File: src/rtl/gci_std_display_pkg.sv
// Shared display timing definitions: FSM encoding, default 640x480@60 timing
// and helpers that derive totals and sync-window bounds from porch parameters.
package gci_std_display_pkg;

  typedef enum logic [1:0] {
    ST_IDLE  = 2'd0,
    ST_PRIME = 2'd1,
    ST_RUN   = 2'd2
  } dispState_t;

  localparam int unsigned DISP_N_DEF        = 16;
  localparam int unsigned DISP_H_ACTIVE_DEF = 640;
  localparam int unsigned DISP_H_FP_DEF     = 16;
  localparam int unsigned DISP_H_SYNC_DEF   = 96;
  localparam int unsigned DISP_H_BP_DEF     = 48;
  localparam int unsigned DISP_V_ACTIVE_DEF = 480;
  localparam int unsigned DISP_V_FP_DEF     = 10;
  localparam int unsigned DISP_V_SYNC_DEF   = 2;
  localparam int unsigned DISP_V_BP_DEF     = 33;
  localparam logic        DISP_SYNC_POL_DEF = 1'b0;
  localparam int unsigned DISP_CNT_N_DEF    = 11;

  function automatic int unsigned dispTotal(input int unsigned active, input int unsigned fp,
                                            input int unsigned sync, input int unsigned bp);
    return active + fp + sync + bp;
  endfunction

  // Sync window is [start, end): it begins right after the front porch.
  function automatic int unsigned dispSyncStart(input int unsigned active, input int unsigned fp);
    return active + fp;
  endfunction

  function automatic int unsigned dispSyncEnd(input int unsigned active, input int unsigned fp,
                                              input int unsigned sync);
    return active + fp + sync;
  endfunction

endpackage

File: src/rtl/gci_std_display_sync_counter.sv
// Single-axis display counter: wraps at the axis total and decodes the
// active region, the sync window and the last count from the current value.
module gci_std_display_sync_counter
  import gci_std_display_pkg::*;
#(
  parameter int unsigned P_ACTIVE = DISP_H_ACTIVE_DEF,
  parameter int unsigned P_FP     = DISP_H_FP_DEF,
  parameter int unsigned P_SYNC   = DISP_H_SYNC_DEF,
  parameter int unsigned P_BP     = DISP_H_BP_DEF,
  parameter int unsigned P_CNT_N  = DISP_CNT_N_DEF
)(
  input  logic iCLOCK,
  input  logic iRESET,
  input  logic iCLEAR,
  input  logic iSTEP,
  output logic oLAST,
  output logic oACTIVE,
  output logic oSYNC
);

  localparam int unsigned TOTAL = dispTotal(P_ACTIVE, P_FP, P_SYNC, P_BP);
  localparam logic [P_CNT_N-1:0] LAST_C       = P_CNT_N'(TOTAL - 1);
  localparam logic [P_CNT_N-1:0] ACTIVE_C     = P_CNT_N'(P_ACTIVE);
  localparam logic [P_CNT_N-1:0] SYNC_START_C = P_CNT_N'(dispSyncStart(P_ACTIVE, P_FP));
  localparam logic [P_CNT_N-1:0] SYNC_END_C   = P_CNT_N'(dispSyncEnd(P_ACTIVE, P_FP, P_SYNC));

  logic [P_CNT_N-1:0] count_q;
  logic [P_CNT_N-1:0] count_d;

  // Clear dominates stepping so a stopped timing generator always sits at zero.
  always_comb begin
    count_d = count_q;
    if (iCLEAR) begin
      count_d = '0;
    end else if (iSTEP) begin
      count_d = (count_q == LAST_C) ? '0 : count_q + 1'b1;
    end
  end

  always_ff @(posedge iCLOCK or posedge iRESET) begin
    if (iRESET) begin
      count_q <= '0;
    end else begin
      count_q <= count_d;
    end
  end

  assign oLAST   = (count_q == LAST_C);
  assign oACTIVE = (count_q < ACTIVE_C);
  assign oSYNC   = (count_q >= SYNC_START_C) && (count_q < SYNC_END_C);

endmodule

File: src/rtl/gci_std_display_timing_gen.sv
// Display-domain pixel sink: drains the FWFT async FIFO at one word per active
// pixel and drives registered sync/DE/pixel outputs with underflow reporting.
module gci_std_display_timing_gen
  import gci_std_display_pkg::*;
#(
  parameter int unsigned P_N        = DISP_N_DEF,
  parameter int unsigned P_H_ACTIVE = DISP_H_ACTIVE_DEF,
  parameter int unsigned P_H_FP     = DISP_H_FP_DEF,
  parameter int unsigned P_H_SYNC   = DISP_H_SYNC_DEF,
  parameter int unsigned P_H_BP     = DISP_H_BP_DEF,
  parameter int unsigned P_V_ACTIVE = DISP_V_ACTIVE_DEF,
  parameter int unsigned P_V_FP     = DISP_V_FP_DEF,
  parameter int unsigned P_V_SYNC   = DISP_V_SYNC_DEF,
  parameter int unsigned P_V_BP     = DISP_V_BP_DEF,
  parameter logic        P_SYNC_POL = DISP_SYNC_POL_DEF,
  parameter int unsigned P_CNT_N    = DISP_CNT_N_DEF
)(
  input  logic           iCLOCK,
  input  logic           iRESET,
  input  logic           iENA,
  input  logic           iFIFO_EMPTY,
  input  logic [P_N-1:0] iFIFO_DATA,
  output logic           oFIFO_RD_EN,
  input  logic           iUNDERFLOW_CLR,
  output logic           oFRAME_START,
  output logic           oUNDERFLOW,
  output logic           oDISP_HSYNC,
  output logic           oDISP_VSYNC,
  output logic           oDISP_DE,
  output logic [P_N-1:0] oDISP_DATA
);

  dispState_t     state_q;
  logic           frameStart_q;
  logic           underflow_q;
  logic           hsync_q;
  logic           vsync_q;
  logic           de_q;
  logic [P_N-1:0] data_q;

  logic run;
  logic hLast;
  logic vLast;
  logic hActive;
  logic vActive;
  logic hSync;
  logic vSync;
  logic active;
  logic rdEn;
  logic underflowNow;

  assign run          = (state_q == ST_RUN);
  assign active       = hActive && vActive;
  assign rdEn         = run && active && !iFIFO_EMPTY;
  assign underflowNow = run && active && iFIFO_EMPTY;

  gci_std_display_sync_counter #(
    .P_ACTIVE (P_H_ACTIVE),
    .P_FP     (P_H_FP),
    .P_SYNC   (P_H_SYNC),
    .P_BP     (P_H_BP),
    .P_CNT_N  (P_CNT_N)
  ) uHCounter (
    .iCLOCK  (iCLOCK),
    .iRESET  (iRESET),
    .iCLEAR  (!run),
    .iSTEP   (run),
    .oLAST   (hLast),
    .oACTIVE (hActive),
    .oSYNC   (hSync)
  );

  gci_std_display_sync_counter #(
    .P_ACTIVE (P_V_ACTIVE),
    .P_FP     (P_V_FP),
    .P_SYNC   (P_V_SYNC),
    .P_BP     (P_V_BP),
    .P_CNT_N  (P_CNT_N)
  ) uVCounter (
    .iCLOCK  (iCLOCK),
    .iRESET  (iRESET),
    .iCLEAR  (!run),
    .iSTEP   (run && hLast),
    .oLAST   (vLast),
    .oACTIVE (vActive),
    .oSYNC   (vSync)
  );

  // Frame start is registered from the transitions that land on h=0, v=0 in RUN,
  // so it lines up with the first counter cycle of each frame.
  always_ff @(posedge iCLOCK or posedge iRESET) begin
    if (iRESET) begin
      state_q      <= ST_IDLE;
      frameStart_q <= 1'b0;
    end else begin
      frameStart_q <= 1'b0;
      unique case (state_q)
        ST_IDLE: begin
          if (iENA) state_q <= ST_PRIME;
        end
        ST_PRIME: begin
          if (!iENA) begin
            state_q <= ST_IDLE;
          end else if (!iFIFO_EMPTY) begin
            state_q      <= ST_RUN;
            frameStart_q <= 1'b1;
          end
        end
        ST_RUN: begin
          if (hLast && vLast) begin
            if (!iENA) state_q <= ST_IDLE;
            else       frameStart_q <= 1'b1;
          end
        end
        default: state_q <= ST_IDLE;
      endcase
    end
  end

  always_ff @(posedge iCLOCK or posedge iRESET) begin
    if (iRESET) begin
      hsync_q <= ~P_SYNC_POL;
      vsync_q <= ~P_SYNC_POL;
      de_q    <= 1'b0;
      data_q  <= '0;
    end else begin
      hsync_q <= (run && hSync) ? P_SYNC_POL : ~P_SYNC_POL;
      vsync_q <= (run && vSync) ? P_SYNC_POL : ~P_SYNC_POL;
      de_q    <= run && active;
      data_q  <= rdEn ? iFIFO_DATA : '0;
    end
  end

  // A fresh underflow outranks a coincident clear so no event is ever lost.
  always_ff @(posedge iCLOCK or posedge iRESET) begin
    if (iRESET) begin
      underflow_q <= 1'b0;
    end else if (underflowNow) begin
      underflow_q <= 1'b1;
    end else if (iUNDERFLOW_CLR) begin
      underflow_q <= 1'b0;
    end
  end

  assign oFIFO_RD_EN  = rdEn;
  assign oFRAME_START = frameStart_q;
  assign oUNDERFLOW   = underflow_q;
  assign oDISP_HSYNC  = hsync_q;
  assign oDISP_VSYNC  = vsync_q;
  assign oDISP_DE     = de_q;
  assign oDISP_DATA   = data_q;

endmodule

File: config.mk
export PLATFORM = sky130hd
export DESIGN_NAME = gci_std_display_timing_gen
export DESIGN_NICKNAME = d
export VERILOG_FILES = /design/src/rtl/gci_std_display_pkg.sv /design/src/rtl/gci_std_display_sync_counter.sv /design/src/rtl/gci_std_display_timing_gen.sv
export SDC_FILE = /design/constraint.sdc
export NUM_CORES = 1
export LEC_CHECK = 0
export CAP_MARGIN = 20
export CORE_MARGIN = 2
export CORE_UTILIZATION = 30
export CTS_CLUSTER_SIZE = 14
export DETAILED_ROUTE_END_ITERATION = 12
export GPL_ROUTABILITY_DRIVEN = 0
export PLACE_DENSITY = 0.59
export SYNTH_ARGS = -nofsm -noshare
export SYNTH_HDL_FRONTEND = slang
export SYNTH_HIERARCHICAL = 1
export SYNTH_SLANG_ARGS = --single-unit
File: constraint.sdc
create_clock -name iCLOCK -period 5 [get_ports iCLOCK]
set_input_delay 0.5 -clock iCLOCK [delete_from_list [all_inputs] [get_ports iCLOCK]]
set_output_delay 0.5 -clock iCLOCK [all_outputs]
set_load 0.005 [all_outputs]
; ---- Word-level counts from Yosys, hierarchy flattened
; Cells that the tools add are included.
[classes]
n_eq_ne = 9
n_mul = 0
div_mod_pow = 0
mux = 21
n_shift = 0
n_bitwise = 0
addsub = 2
n_lt_le_gt_ge = 6
reduce_logical = 14
[ops]
columns = cell, count
row1 = 2-to-1 mux 11 bit, 5
row2 = adder 11 x 1 -> 11 bit (second input constant), 2
row3 = equality test 11 x 10 -> 1 bit (second input constant), 2
row4 = less-than comparator 11 x 10 -> 1 bit (second input constant), 2
row5 = less-than comparator 11 x 9 -> 1 bit (second input constant), 2
row6 = 2-to-1 mux 16 bit, 1
row7 = >= comparator 11 x 10 -> 1 bit (second input constant), 1
row8 = >= comparator 11 x 9 -> 1 bit (second input constant), 1
row9 = logical AND 1 bit, 10
row10 = 2-to-1 mux 2 bit, 5
row11 = 2-to-1 mux 1 bit, 8
row12 = case mux 2 bit (3 select lines), 1
row13 = != test 2 x 1 -> 1 bit (second input constant), 2
row14 = != test 2 bit (second input constant), 2
row15 = AND reduction 4 bit, 1
row16 = != test 3 bit (second input constant), 1
row17 = equality test 2 x 1 -> 1 bit (second input constant), 1
row18 = equality test 2 bit (second input constant), 1
row19 = zero test 2 bit, 1
row20 = case mux 1 bit (2 select lines), 1
row21 = nonzero test 2 bit, 1
row22 = zero test 1 bit, 1
[word_totals]
mem_bits_rw = 0
memories = 0
rom_bits = 0
latchBits = 0
elab_cells = 61
regBits = 45

; ---- Depth between registers and ports, before layout
; Gate-level depths: netlist (run 1).
[logic_depth]
ltp_word = 5
depth_mapped = 8

; ---- Cells and area by module
; Netlist (run 1), hierarchy kept.
[modules_own_cells]
columns = mod, area_each_um2, n_inst, cells_each
row1 = gci_std_display_timing_gen, 895.9, 1, 67
row2 = gci_std_display_sync_counter (uHCounter), 665.6, 1, 71
row3 = gci_std_display_sync_counter (uVCounter), 643.1, 1, 67

; ---- Worst setup path before layout (run 1)
; OpenSTA, ideal clock, no wires.
[synth_path]
path_type = register -> register
start = reg uHCounter.count_q[5]
end = reg uVCounter.count_q[4]
slack_ns = 2.731
required_time_ns = 4.931
path_stages_with_launch = 8
t_arrival_ns = 2.200
cell_sequence = dfrtp_1 -> or4b_4 -> nor3_1 -> and2_1 -> nor2b_1 -> o41ai_2 -> or3_1 -> nand3_1
[synth_via]
elab_chain_len = 3
[synth_lines]
columns = element, line_no
row1 = from (decl), gci_std_display_sync_counter.sv:27  ; logic [P_CNT_N-1:0] count_q;
row2 = from (signal assigned), gci_std_display_sync_counter.sv:44  ; count_q <= count_d;
row3 = equality test 11 x 10 -> 1 bit, gci_std_display_sync_counter.sv:48  ; assign oLAST = (count_q == LAST_C);
row4 = named net hLast, gci_std_display_timing_gen.sv:42  ; logic hLast;
row5 = logical AND 1 bit, gci_std_display_timing_gen.sv:83  ; .iSTEP (run && hLast),
row6 = != test 2 x 1 -> 1 bit (no source line), n/a
row7 = to (signal assigned), gci_std_display_sync_counter.sv:44
row8 = to (decl), gci_std_display_sync_counter.sv:27
; The timed path passes the listed nets, and every way through them passes these cells.
; A chain may end at the register's enable or synchronous reset.

; ---- Worst setup path in the final report (run 1)
[layout_path]
start = reg uVCounter.count_q[5]
end = out oFIFO_RD_EN
[layout_via]
elab_chain_len = 4
[layout_lines]
columns = element, line_no
row1 = less-than comparator 11 x 9 -> 1 bit, gci_std_display_sync_counter.sv:49  ; assign oACTIVE = (count_q < ACTIVE_C);
row2 = named net vActive, gci_std_display_timing_gen.sv:45  ; logic vActive;
row3 = logical AND 1 bit, gci_std_display_timing_gen.sv:53  ; assign active = hActive && vActive;
row4 = logical AND 1 bit (2 in series), gci_std_display_timing_gen.sv:54  ; assign rdEn = run && active && !iFIFO_EMPTY;
row5 = to (decl), gci_std_display_timing_gen.sv:23  ; output logic oFIFO_RD_EN,
; The timed path passes the listed nets, and every way through them passes these cells.

==> metrics.md, run 1 <==
| Metric | Value |
|---|---|
| Arrival time of the worst setup path | 2.20 ns |
| Crit path cell chain | nand4_1 -> nor3b_1 -> and3_1 -> and2b_2 -> clkdlybuf4s50_1 |
| GRT Util Overall | 0.120 |
| Clk_skew | 0.00517 ns |
| Via/cell ratio | 4.70 |
| Final hold vios | 0 |
| Antenna Cells | 0 |
| Reg power frac | 0.489 |
| Type of origin of the critical path | register |
| Clock buffer depth | 2 |
| YS warnings | 6 |
| Core area | 7180 um2 |
| Via count | 1655 |
| FP Rows | 31 |
| Power Density | 291 nW/um2 |
| Post-synth EDFFs | 0 |
| Clk_lat worst skew | 0.29 ns |
| Layout cells sized above 1 | 0.0988 |
| Crit-path max cell delay | 0.54 ns |
| Vias in the first global route | 1655 |
| Max Cap Violations | 0 |
| First-pass GRT wire length | 7940 um |
| R2r endpoint | uVCounter/count_q[4] |
| Nets | 281 |
| Die H | 89.7 um |
| Combinational share of power | 0.248 |
| # IOs | 43 |
| Per-cell routed wire length | 13.1 um |
| Outcome | completed |
| Sw Pwr | 0.228 mW |
| # DRC | 0 |
| Post-DP HPWL | 3330 um |
| Worst-Margin Slew | 0.830 ns |
| TritonCTS clock tree | built |
| CP Capture Point | oFIFO_RD_EN |
| IO buf count | 42 |
| Net switching fraction of the power | 0.279 |
| Die W | 89.7 um |
| Post-synth ARST share | 1.00 |
| Peak supply drop | 0.0000857 V |
| Sequential cell area fraction in the yosys report | 0.512 |
| Initial antenna violation count | 0 |
| Post-route ant nets | 0 |
| Worst-path clk slew | 0.08 ns |
| Worst path depth | 5 |
| H-tree levels | 2 |
| First-pass detailed-route iteration total | 4 |
| Total gr overflow | 0 |
| Lkg Pwr | 1.12 nW |
| Clock power share | 0.263 |
| Reg-to-Reg Start | uHCounter/count_q[5] |
| Highest-delay cell along the critical path | clkdlybuf4s50_1 |
| Max Clk Rate | 0.371 GHz |
| Final setup vio count | 0 |
| Unrepaired setup endpoints after global routing | no |
| Initial DRC Count | 54 |
| Crit end category | output pin |
| Final-report max-slew violation count | 0 |
| Final min period | 2.70 ns |
| Top_reg_cell synth | dfrtp_1 |
| Area of the mapped netlist | 2200 um2 |
| WHS Path Cells | 1 |
| Library cells used by synthesis | 46 |
| Final TNS setup | 0 ns |
| Hold_buf cts | 0 |
| Final WL | 4600 um |
| Die area | 8050 um2 |
| Reg2Reg Setup Slack | 2.51 ns |
| Post-synthesis register bit count | 45 |
| Reg2Reg Depth | 7 |
| Total CTS buffers | 5 |
| Post-CTS Setup Bufs | 0 |
| Critical Path RT | 4.50 ns |
| CTS Sinks | 45 |
| Syn_area_per_cell | 10.8 um2 |
| Crit Path Max Fanout | 17 |
| CTS root buf | clkbuf_8 |
| CP Buf/Inv Count | 1 |
| Headroom to the max-slew limit | 0.446 |
| Post-synthesis cell count | 205 |
| Fin crit share | 0.540 |
| Critical path class | reg2out |
| Internal power | 0.591 mW |
| Fin util | 0.393 |
| Post-CTS sizing | 0 |
| Largest net degree at the start of global routing | 24 |
| Hold WC Path Type | reg2reg |
| Initial Utilization | 0.307 |
| Mapped Nets | 234 |
| Layout area overhead | 28.0% |
| Tot Pwr | 0.820 mW |
| Top delay family on crit path | simple AND/OR/NAND/NOR gates |
| Crit path launch | uVCounter/count_q[5] |
-- final cells by class --
type,instances,area (um2)
tap,99,124
clock inverter,1,7.51
timing repair buffer,42,420
clock buffer,7,76.3
sequential,45,1130
multi-input combinational,144,1010
fill,726,4350
inverter,14,52.6
-- sequential cells by signal, indices dropped and copies added (netlist names) --
| name | count |
|---|---|
| oUNDERFLOW | 1 |
| uVCounter/count_q | 11 |
| oFRAME_START | 1 |
| oDISP_VSYNC | 1 |
| uHCounter/count_q | 11 |
| oDISP_DATA | 16 |
| state_q | 2 |
| oDISP_DE | 1 |
| oDISP_HSYNC | 1 |
-- metal layers --
| metal | GRT usage | wire [um] | up-vias |
|---|---|---|---|
| met3 | 0.0402 | 265 | 4 |
| li1 | - | - | 813 |
| met4 | 0.0423 | 50 | 0 |
| met2 | 0.187 | 2060 | 48 |
| met1 | 0.157 | 2220 | 790 |
| met5 | 0 | 0 | - |
-- worst min-delay path by stage --
stage	from	end	slack, ns
after floorplan	iRESET	uHCounter/count_q[0]	0.35
after global placement	oUNDERFLOW	oUNDERFLOW	0.53
after detailed placement	oUNDERFLOW	oUNDERFLOW	0.51
after CTS	oUNDERFLOW	oUNDERFLOW	0.53
after global routing	oUNDERFLOW	oUNDERFLOW	0.55
final	oUNDERFLOW	oUNDERFLOW	0.53
-- cells in the mapped netlist (3+ instances only) --
library cell	number	share of area
xnor2_1	7	0.028
nand2_1	13	0.022
dfrtp_1	43	0.49
and3_2	3	0.010
nand3_1	8	0.018
nor3_1	7	0.016
or4_1	5	0.017
o21ai_0	8	0.018
and2_1	17	0.048
inv_1	14	0.024
xor2_1	3	0.012
nor2_1	16	0.027
ha_1	8	0.045
a21oi_1	7	0.016
o31ai_1	6	0.020
o211ai_1	4	0.014
-- power groups by stage --
| stage | Clock [mW] | Sequential, mW | Combinational, mW |
|---|---|---|---|
| final | 0.216 | 0.401 | 0.203 |
| after global routing | 0.245 | 0.404 | 0.227 |
| after CTS | 0.227 | 0.401 | 0.207 |
| after detailed placement | 0 | 0.408 | 0.205 |
| after global placement | 0 | 0.408 | 0.207 |
| after floorplan | 0 | 0.410 | 0.120 |
-- kinds of logic (layout without fill, tap and decap cells) --
family | count (synthesis) | after routing | share of synthesized area
AOI/OAI and AO/OA | 36 | 36 | 0.127
adders and majority gates | 8 | 8 | 0.0454
and+or+nand+nor | 88 | 88 | 0.236
buffers and inverters | 16 | 64 | 0.0289
DFF | 45 | 45 | 0.512
muxes | 2 | 2 | 0.0119
xor gates and xnor gates | 10 | 10 | 0.0397
-- layout by cell type (no fill, tap or decap), drive strengths merged, types with 2 or more instances in the layout --
cell	count
clkbuf	7
xor2	3
nand2	13
o2111ai	2
or3	3
o21ai	9
o211ai	4
nor3	7
xnor2	7
o31ai	6
a21oi	7
dfstp	2
or4	5
o41ai	2
nor2	16
nor2b	2
inv	14
clkdlybuf4s50	42
nor4	2
ha	8
dfrtp	43
nand4	2
mux2	2
and2	17
and3	4
or4b	3
nand3	8
-- stage by stage --
step | cells | hold WS, ns | area (um2) | worst slack (ns)
floorplan | 205 | 0.352 | 2200 | 2.73
global placement | 344 | 0.525 | 2740 | 2.60
detailed placement | 344 | 0.512 | 2740 | 2.53
CTS | 352 | 0.534 | 2820 | 2.28
global route | 352 | 0.554 | 2820 | 2.18
finish | 352 | 0.527 | 2820 | 2.30
No activity file was read; power rests on OpenSTA's default activity.
==> inputs of run 2 (changes only) <==
clock period = 2.6 ns   (was 5 ns; I/O delays follow)
==> run 2 against run 1 <==
  * Sequential share of layout area down 1.2 points
  * Critical path depth rose by 2
  * Via count up 1.6%
  * Final area up 3.1%
  * Cell count up 2.0%
  * Clock skew grew 0.0064 ns
  * Worst hold slack lost 0.19 ns
  * Largest cell class unchanged
  * Largest power group unchanged
==> metrics.md, run 2 (synthesis results as in run 1) <==
| Metric | Value |
|---|---|
| Outcome | completed (unchanged) |
| Total CTS buffers | 5 (unchanged) |
| Worst path depth | 7 (was 5) |
| # DRC | 0 (unchanged) |
| Nets | 288 (was 281) |
| Clk_lat worst skew | 0.30 ns (was 0.29 ns) |
| CTS root buf | clkbuf_8 (unchanged) |
| GRT Util Overall | 0.127 (was 0.120) |
| Crit Path Max Fanout | 8 (was 17) |
| Final-report max-slew violation count | 0 (unchanged) |
| Via count | 1681 (was 1655) |
| CTS Sinks | 45 (unchanged) |
| Unrepaired setup endpoints after global routing | no (unchanged) |
| Core area | 7180 um2 (unchanged) |
| Net switching fraction of the power | 0.262 (was 0.279) |
| Lkg Pwr | 1.17 nW (was 1.12 nW) |
| Fin util | 0.405 (was 0.393) |
| Layout cells sized above 1 | 0.127 (was 0.0988) |
| Critical Path RT | 2.85 ns (was 4.50 ns) |
| Layout area overhead | 31.9% (was 28.0%) |
| Initial DRC Count | 65 (was 54) |
| Reg2Reg Depth | 7 (unchanged) |
| Total placed cells including tap cells | 351 (was 344) |
| Clock power share | 0.314 (was 0.263) |
| Post-CTS Setup Bufs | 0 (unchanged) |
| FF/Latch Area | 1130 um2 (unchanged) |
| H-tree levels | 2 (unchanged) |
| Per-cell routed wire length | 13.1 um (about the same) |
| Total gr overflow | 0 (unchanged) |
| Internal power | 1.28 mW (was 0.591 mW) |
| Fin crit share | 0.923 |
| Post-Place Setup Slack | 0.206 ns (was 2.53 ns) |
| Worst-Margin Slew | 0.552 ns (was 0.830 ns) |
| First-pass detailed-route iteration total | 4 (unchanged) |
| Fill cells | 695 (was 726) |
| TritonCTS clock tree | built (unchanged) |
| Largest net degree at the start of global routing | 24 (unchanged) |
| Crit end category | register (was output pin) |
| CP Buf/Inv Count | 0 (was 1) |
| Die W | 89.7 um (unchanged) |
| Final worst-path setup slack | 0.200 ns (was 2.30 ns) |
| Final Cell Area | 2910 um2 (was 2820 um2) |
| Post-DP Area | 2790 um2 (was 2740 um2) |
| Tot Pwr | 1.73 mW (was 0.820 mW) |
| Combinational share of power | 0.240 (was 0.248) |
| Max Cap Violations | 0 (unchanged) |
| First-pass GRT wire length | 8250 um (was 7940 um) |
| IO buf count | 42 (unchanged) |
| Headroom to the max-slew limit | 0.631 (was 0.446) |
| Die area | 8050 um2 (unchanged) |
| Final TNS setup | 0 ns (unchanged) |
| Footprint of the multi-input gates | 1010 um2 (about the same) |
| Most frequent cells in the layout | dfrtp_1 (43), clkdlybuf4s50_1 (42), and2_1 (17) (unchanged) |
| Die H | 89.7 um (unchanged) |
| Antenna Cells | 0 (unchanged) |
| Sw Pwr | 0.454 mW (was 0.228 mW) |
| Post-route ant nets | 0 (unchanged) |
| Final setup vio count | 0 (unchanged) |
| Fin cells | 359 (was 352) |
| Hold WC Path Type | in2async (was reg2reg) |
| Crit-path max cell delay | 0.60 ns (was 0.54 ns) |
| Crit path cell chain | or4b_4 -> nor3_1 -> and2_1 -> nor2b_1 -> o41ai_2 -> or3_1 -> nand3_1 (was nand4_1 -> nor3b_1 -> and3_1 -> and2b_2 -> clkdlybuf4s50_1) |
| Reg power frac | 0.446 (was 0.489) |
| Clock buffer depth | 2 (unchanged) |
| Highest-delay cell along the critical path | or4b_4 (was clkdlybuf4s50_1) |
| Type of origin of the critical path | register (unchanged) |
| FP Rows | 31 (unchanged) |
| # IOs | 43 (unchanged) |
| Final hold vios | 0 (unchanged) |
| Power Density | 595 nW/um2 (was 291 nW/um2) |
| Max Clk Rate | 0.417 GHz |
| Worst-path clk slew | 0.09 ns (was 0.08 ns) |
| Max FFs per register | 16 (unchanged) |
| Post-DP HPWL | 3370 um (was 3330 um) |
| Via/cell ratio | 4.68 (was 4.70) |
| Final min period | 2.40 ns |
| Commonest non-fill, non-tap cell in the layout | dfrtp_1 (unchanged) |
| Vias in the first global route | 1579 (was 1655) |
| Arrival time of the worst setup path | 2.65 ns (was 2.20 ns) |
| Initial Utilization | 0.307 (unchanged) |
| Initial antenna violation count | 0 (unchanged) |
| Top delay family on crit path | simple AND/OR/NAND/NOR gates (unchanged) |
| Final WL | 4710 um (was 4600 um) |
| Clk_skew | 0.0116 ns (was 0.00517 ns) |
| Critical path class | reg2reg (was reg2out) |
| Peak supply drop | 0.000296 V (was 0.0000857 V) |
| Fin Hold WS | 0.338 ns (was 0.527 ns) |
## run 2: cell count changes in the layout (fill, tap and decap cells not counted)
cell / before / now
buf_4: 0 / 7
and2b_2: 1 / 0
and2b_4: 0 / 1
bufinv_16: 0 / 1
clkbuf_1: 2 / 1
clkbuf_8: 5 / 6
clkinvlp_4: 1 / 0
## run 2: worst paths after layout
path / start / endpoint / slack [ns]
max in group asynchronous: iRESET / uVCounter/count_q[6] / 1.94
max: uHCounter/count_q[5] / uVCounter/count_q[4] / 0.20
min reg2reg: oUNDERFLOW / oUNDERFLOW / 0.52
max reg2reg: uHCounter/count_q[5] / uVCounter/count_q[4] / 0.20
min in group iCLOCK: iFIFO_DATA[12] / oDISP_DATA[12] / 0.51
min: iRESET / uVCounter/count_q[4] / 0.34
## run 2: per-layer routing
layer / vias up / global-route usage / part of all wire
met5: - / 0 / 0
met4: 0 / 0.0500 / 0.013
met3: 5 / 0.0352 / 0.055
met2: 53 / 0.186 / 0.44
met1: 792 / 0.178 / 0.50
li1: 831 / - / -
## run 2: power by group through the flow
| stage | logic, mW | clock network, mW | registers (mW) |
|---|---|---|---|
| floorplan | 0.232 | 0 | 0.788 |
| global placement | 0.411 | 0 | 0.785 |
| detailed placement | 0.419 | 0 | 0.785 |
| CTS | 0.421 | 0.568 | 0.772 |
| global route | 0.466 | 0.590 | 0.777 |
| finish | 0.415 | 0.544 | 0.771 |
## run 2: timing repair
action / CTS / global route
resized for setup: 0 / 1
endpoints found under the setup margin: 0 / 1
hold buffers: 0 / 0
## run 2: layout make-up
type	instances	area share
clock buffers	7	0.0297
clock inverters	1	0.0103
inverters	14	0.0181
multi-input cells	144	0.349
flip-flops and latches	45	0.388
well taps	99	0.0426
repair buffers	49	0.163
==> inputs of run 3 (changes only) <==
--- a/config.mk
+++ b/config.mk
@@ -7,3 +7,2 @@
 export LEC_CHECK = 0
-export CAP_MARGIN = 20
 export CORE_MARGIN = 2
==> constraint.sdc (replaced) <==
create_clock -name iCLOCK -period 2.6 [get_ports iCLOCK]
set_input_delay 0.65 -clock iCLOCK [delete_from_list [all_inputs] [get_ports iCLOCK]]
set_output_delay 0.65 -clock iCLOCK [all_outputs]
set_load 0.005 [all_outputs]
==> run 3 against run 2 <==
  * Clock skew shrank 0.0041 ns
  * Largest cell class unchanged
  * Clock power decreased by 20%
  * Core utilization grew 0.77 points
  * Sequential power is essentially flat
  * Count of clock-buffer cells in the layout decreased by 2
  * Maximum frequency increased by 1.1%
  * Die area unchanged
  * Total power shrank 5.7%
==> metrics.md, run 3 (synthesis results as in run 1) <==
| Metric | Value |
|---|---|
| Reg-to-Reg Start | uHCounter/count_q[6] (was uHCounter/count_q[5]) |
| Post-route ant nets | 0 (unchanged) |
| Fin crit share | 0.913 (was 0.923) |
| Final min period | 2.37 ns (was 2.40 ns) |
| Final TNS setup | 0 ns (unchanged) |
| Max Clk Rate | 0.421 GHz (was 0.417 GHz) |
| Footprint of the multi-input gates | 1030 um2 (was 1010 um2) |
| CP Buf/Inv Count | 0 (unchanged) |
| H-tree levels | 2 (unchanged) |
| Antenna Cells | 0 (unchanged) |
| # DRC | 0 (unchanged) |
| Post-Place Setup Slack | 0.137 ns (was 0.206 ns) |
| Crit path launch | uHCounter/count_q[6] (was uHCounter/count_q[5]) |
| Crit Path Max Fanout | 7 (was 8) |
| Worst-Margin Slew | 0.544 ns (was 0.552 ns) |
| Total gr overflow | 0 (unchanged) |
| GR Layer Usage met2 | 0.196 (was 0.186) |
| Core area | 7180 um2 (unchanged) |
| FP Rows | 31 (unchanged) |
| Crit path cell chain | or4b_4 -> nor3_2 -> and2_1 -> nor2b_1 -> o41ai_2 -> or3_1 -> nand3_1 (was or4b_4 -> nor3_1 -> and2_1 -> nor2b_1 -> o41ai_2 -> or3_1 -> nand3_1) |
| Highest-delay cell along the critical path | or4b_4 (unchanged) |
| Total placed cells including tap cells | 353 (was 351) |
| FF/Latch Area | 1130 um2 (about the same) |
| Top delay family on crit path | simple AND/OR/NAND/NOR gates (unchanged) |
| # IOs | 43 (unchanged) |
| Met1 Use GR | 0.178 (about the same) |
| Min-delay src | oUNDERFLOW |
| Critical Path RT | 2.84 ns (was 2.85 ns) |
| Arrival time of the worst setup path | 2.61 ns (was 2.65 ns) |
| Final WL | 4770 um (was 4710 um) |
| Worst path depth | 7 (unchanged) |
| Max Cap Violations | 0 (unchanged) |
| Outcome | completed (unchanged) |
| Final setup vio count | 0 (unchanged) |
| CTS root buf | clkbuf_8 (unchanged) |
| Via/cell ratio | 4.71 (was 4.68) |
| Per-cell routed wire length | 13.0 um (was 13.1 um) |
| Largest net degree at the start of global routing | 24 (unchanged) |
| Die area | 8050 um2 (unchanged) |
| Final hold vios | 0 (unchanged) |
| Clk_lat worst skew | 0.30 ns (about the same) |
| Vias in the first global route | 1699 (was 1579) |
| Unrepaired setup endpoints after global routing | no (unchanged) |
| Post-DP HPWL | 3370 um (about the same) |
| First-pass GRT wire length | 8460 um (was 8250 um) |
| Critical path class | reg2reg (unchanged) |
| Met3 Usage GRT | 0.0302 (was 0.0352) |
| Global routing's busiest layer | met2 (unchanged) |
| Initial DRC Count | 69 (was 65) |
| Worst-path clk slew | 0.09 ns (about the same) |
| Total CTS buffers | 5 (unchanged) |
| Lkg Pwr | 1.22 nW (was 1.17 nW) |
| Clock buffer depth | 2 (unchanged) |
| Peak supply drop | 0.000230 V (was 0.000296 V) |
| CTS Sinks | 45 (unchanged) |
| Max FFs per register | 16 (unchanged) |
| Crit-path max cell delay | 0.58 ns (was 0.60 ns) |
| First-pass detailed-route iteration total | 4 (unchanged) |
| Die H | 89.7 um (unchanged) |
| Via count | 1730 (was 1681) |
| Hold WC Path Type | reg2reg (was in2async) |
| IO buf count | 42 (unchanged) |
| Fin cells | 367 (was 359) |
| Most frequent cells in the layout | clkdlybuf4s50_1 (41), dfrtp_1 (41), and2_1 (17) (was dfrtp_1 (43), clkdlybuf4s50_1 (42), and2_1 (17)) |
| Initial Utilization | 0.307 (unchanged) |
| Crit end category | register (unchanged) |
| Reg2Reg Depth | 7 (unchanged) |
| Nets | 296 (was 288) |
| Layout area overhead | 34.4% (was 31.9%) |
| Initial antenna violation count | 0 (unchanged) |
| Power Density | 551 nW/um2 (was 595 nW/um2) |
| Final-report max-slew violation count | 0 (unchanged) |
| Clk_skew | 0.00749 ns (was 0.0116 ns) |
| Fin util | 0.413 (was 0.405) |
| WHS Path Cells | 1 |
| Fill cells | 689 (was 695) |
| TritonCTS clock tree | built (unchanged) |
| Type of origin of the critical path | register (unchanged) |
| GRT Util Overall | 0.129 (was 0.127) |
| Layout cells sized above 1 | 0.183 (was 0.127) |
| Die W | 89.7 um (unchanged) |
| Headroom to the max-slew limit | 0.636 (was 0.631) |
| Final worst-path setup slack | 0.226 ns (was 0.200 ns) |
[run 3: timing repair]
action	in CTS	in global routing
setup buffers	4	2
endpoints found under the setup margin	1	2
hold buffers	0	0
pin swaps	0	3
resized for setup	5	3
[run 3: worst register-to-register path, cell delays in order, from the launching register on]
cell and delay [ns]:
dfrtp_1 0.45, or4b_4 0.58, nor3_2 0.23, and2_1 0.29, nor2b_1 0.23, o41ai_2 0.12, or3_1 0.35, nand3_1 0.08
[run 3: power breakdown]
group          internal, mW  switching, mW  leakage, nW
Clock                 0.191          0.243       0.0445
Combinational         0.225          0.200        0.560
Sequential            0.749         0.0246        0.612
Total                  1.16          0.468         1.22
[run 3: cell type report]
cell class | count | area share
tap | 99 | 0.0418
timing repair buffer | 57 | 0.181
clock inverter | 3 | 0.00718
multi-input combinational | 144 | 0.348
clock buffer | 5 | 0.0232
inverter | 14 | 0.0177
sequential | 45 | 0.382
[run 3: worst paths after layout]
| kind | slack [ns] | end |
|---|---|---|
| setup reg to reg | 0.23 | uVCounter/count_q[4] |
| hold reg to reg | 0.53 | oUNDERFLOW |
| max in group asynchronous | 1.52 | uHCounter/count_q[8] |
| setup / recovery | 0.23 | uVCounter/count_q[4] |
| min in group asynchronous | 0.72 | uVCounter/count_q[5] |
| hold / removal | 0.53 | oUNDERFLOW |
[run 3: layer usage]
metal | vias to the layer above | part of all wire
li1 | 846 | -
met1 | 817 | 0.49
met2 | 60 | 0.44
met3 | 7 | 0.055
met4 | 0 | 0.016
met5 | - | 0
[run 3: metrics by stage]
stage | instance area (um2) | hold slack [ns] | total power [mW]
detailed placement | 2810 | 0.497 | 1.21
global route | 2960 | 0.553 | 1.74
finish | 2960 | 0.529 | 1.63
global placement | 2810 | 0.501 | 1.20
CTS | 2940 | 0.531 | 1.66
floorplan | 2200 | 0.496 | 1.02
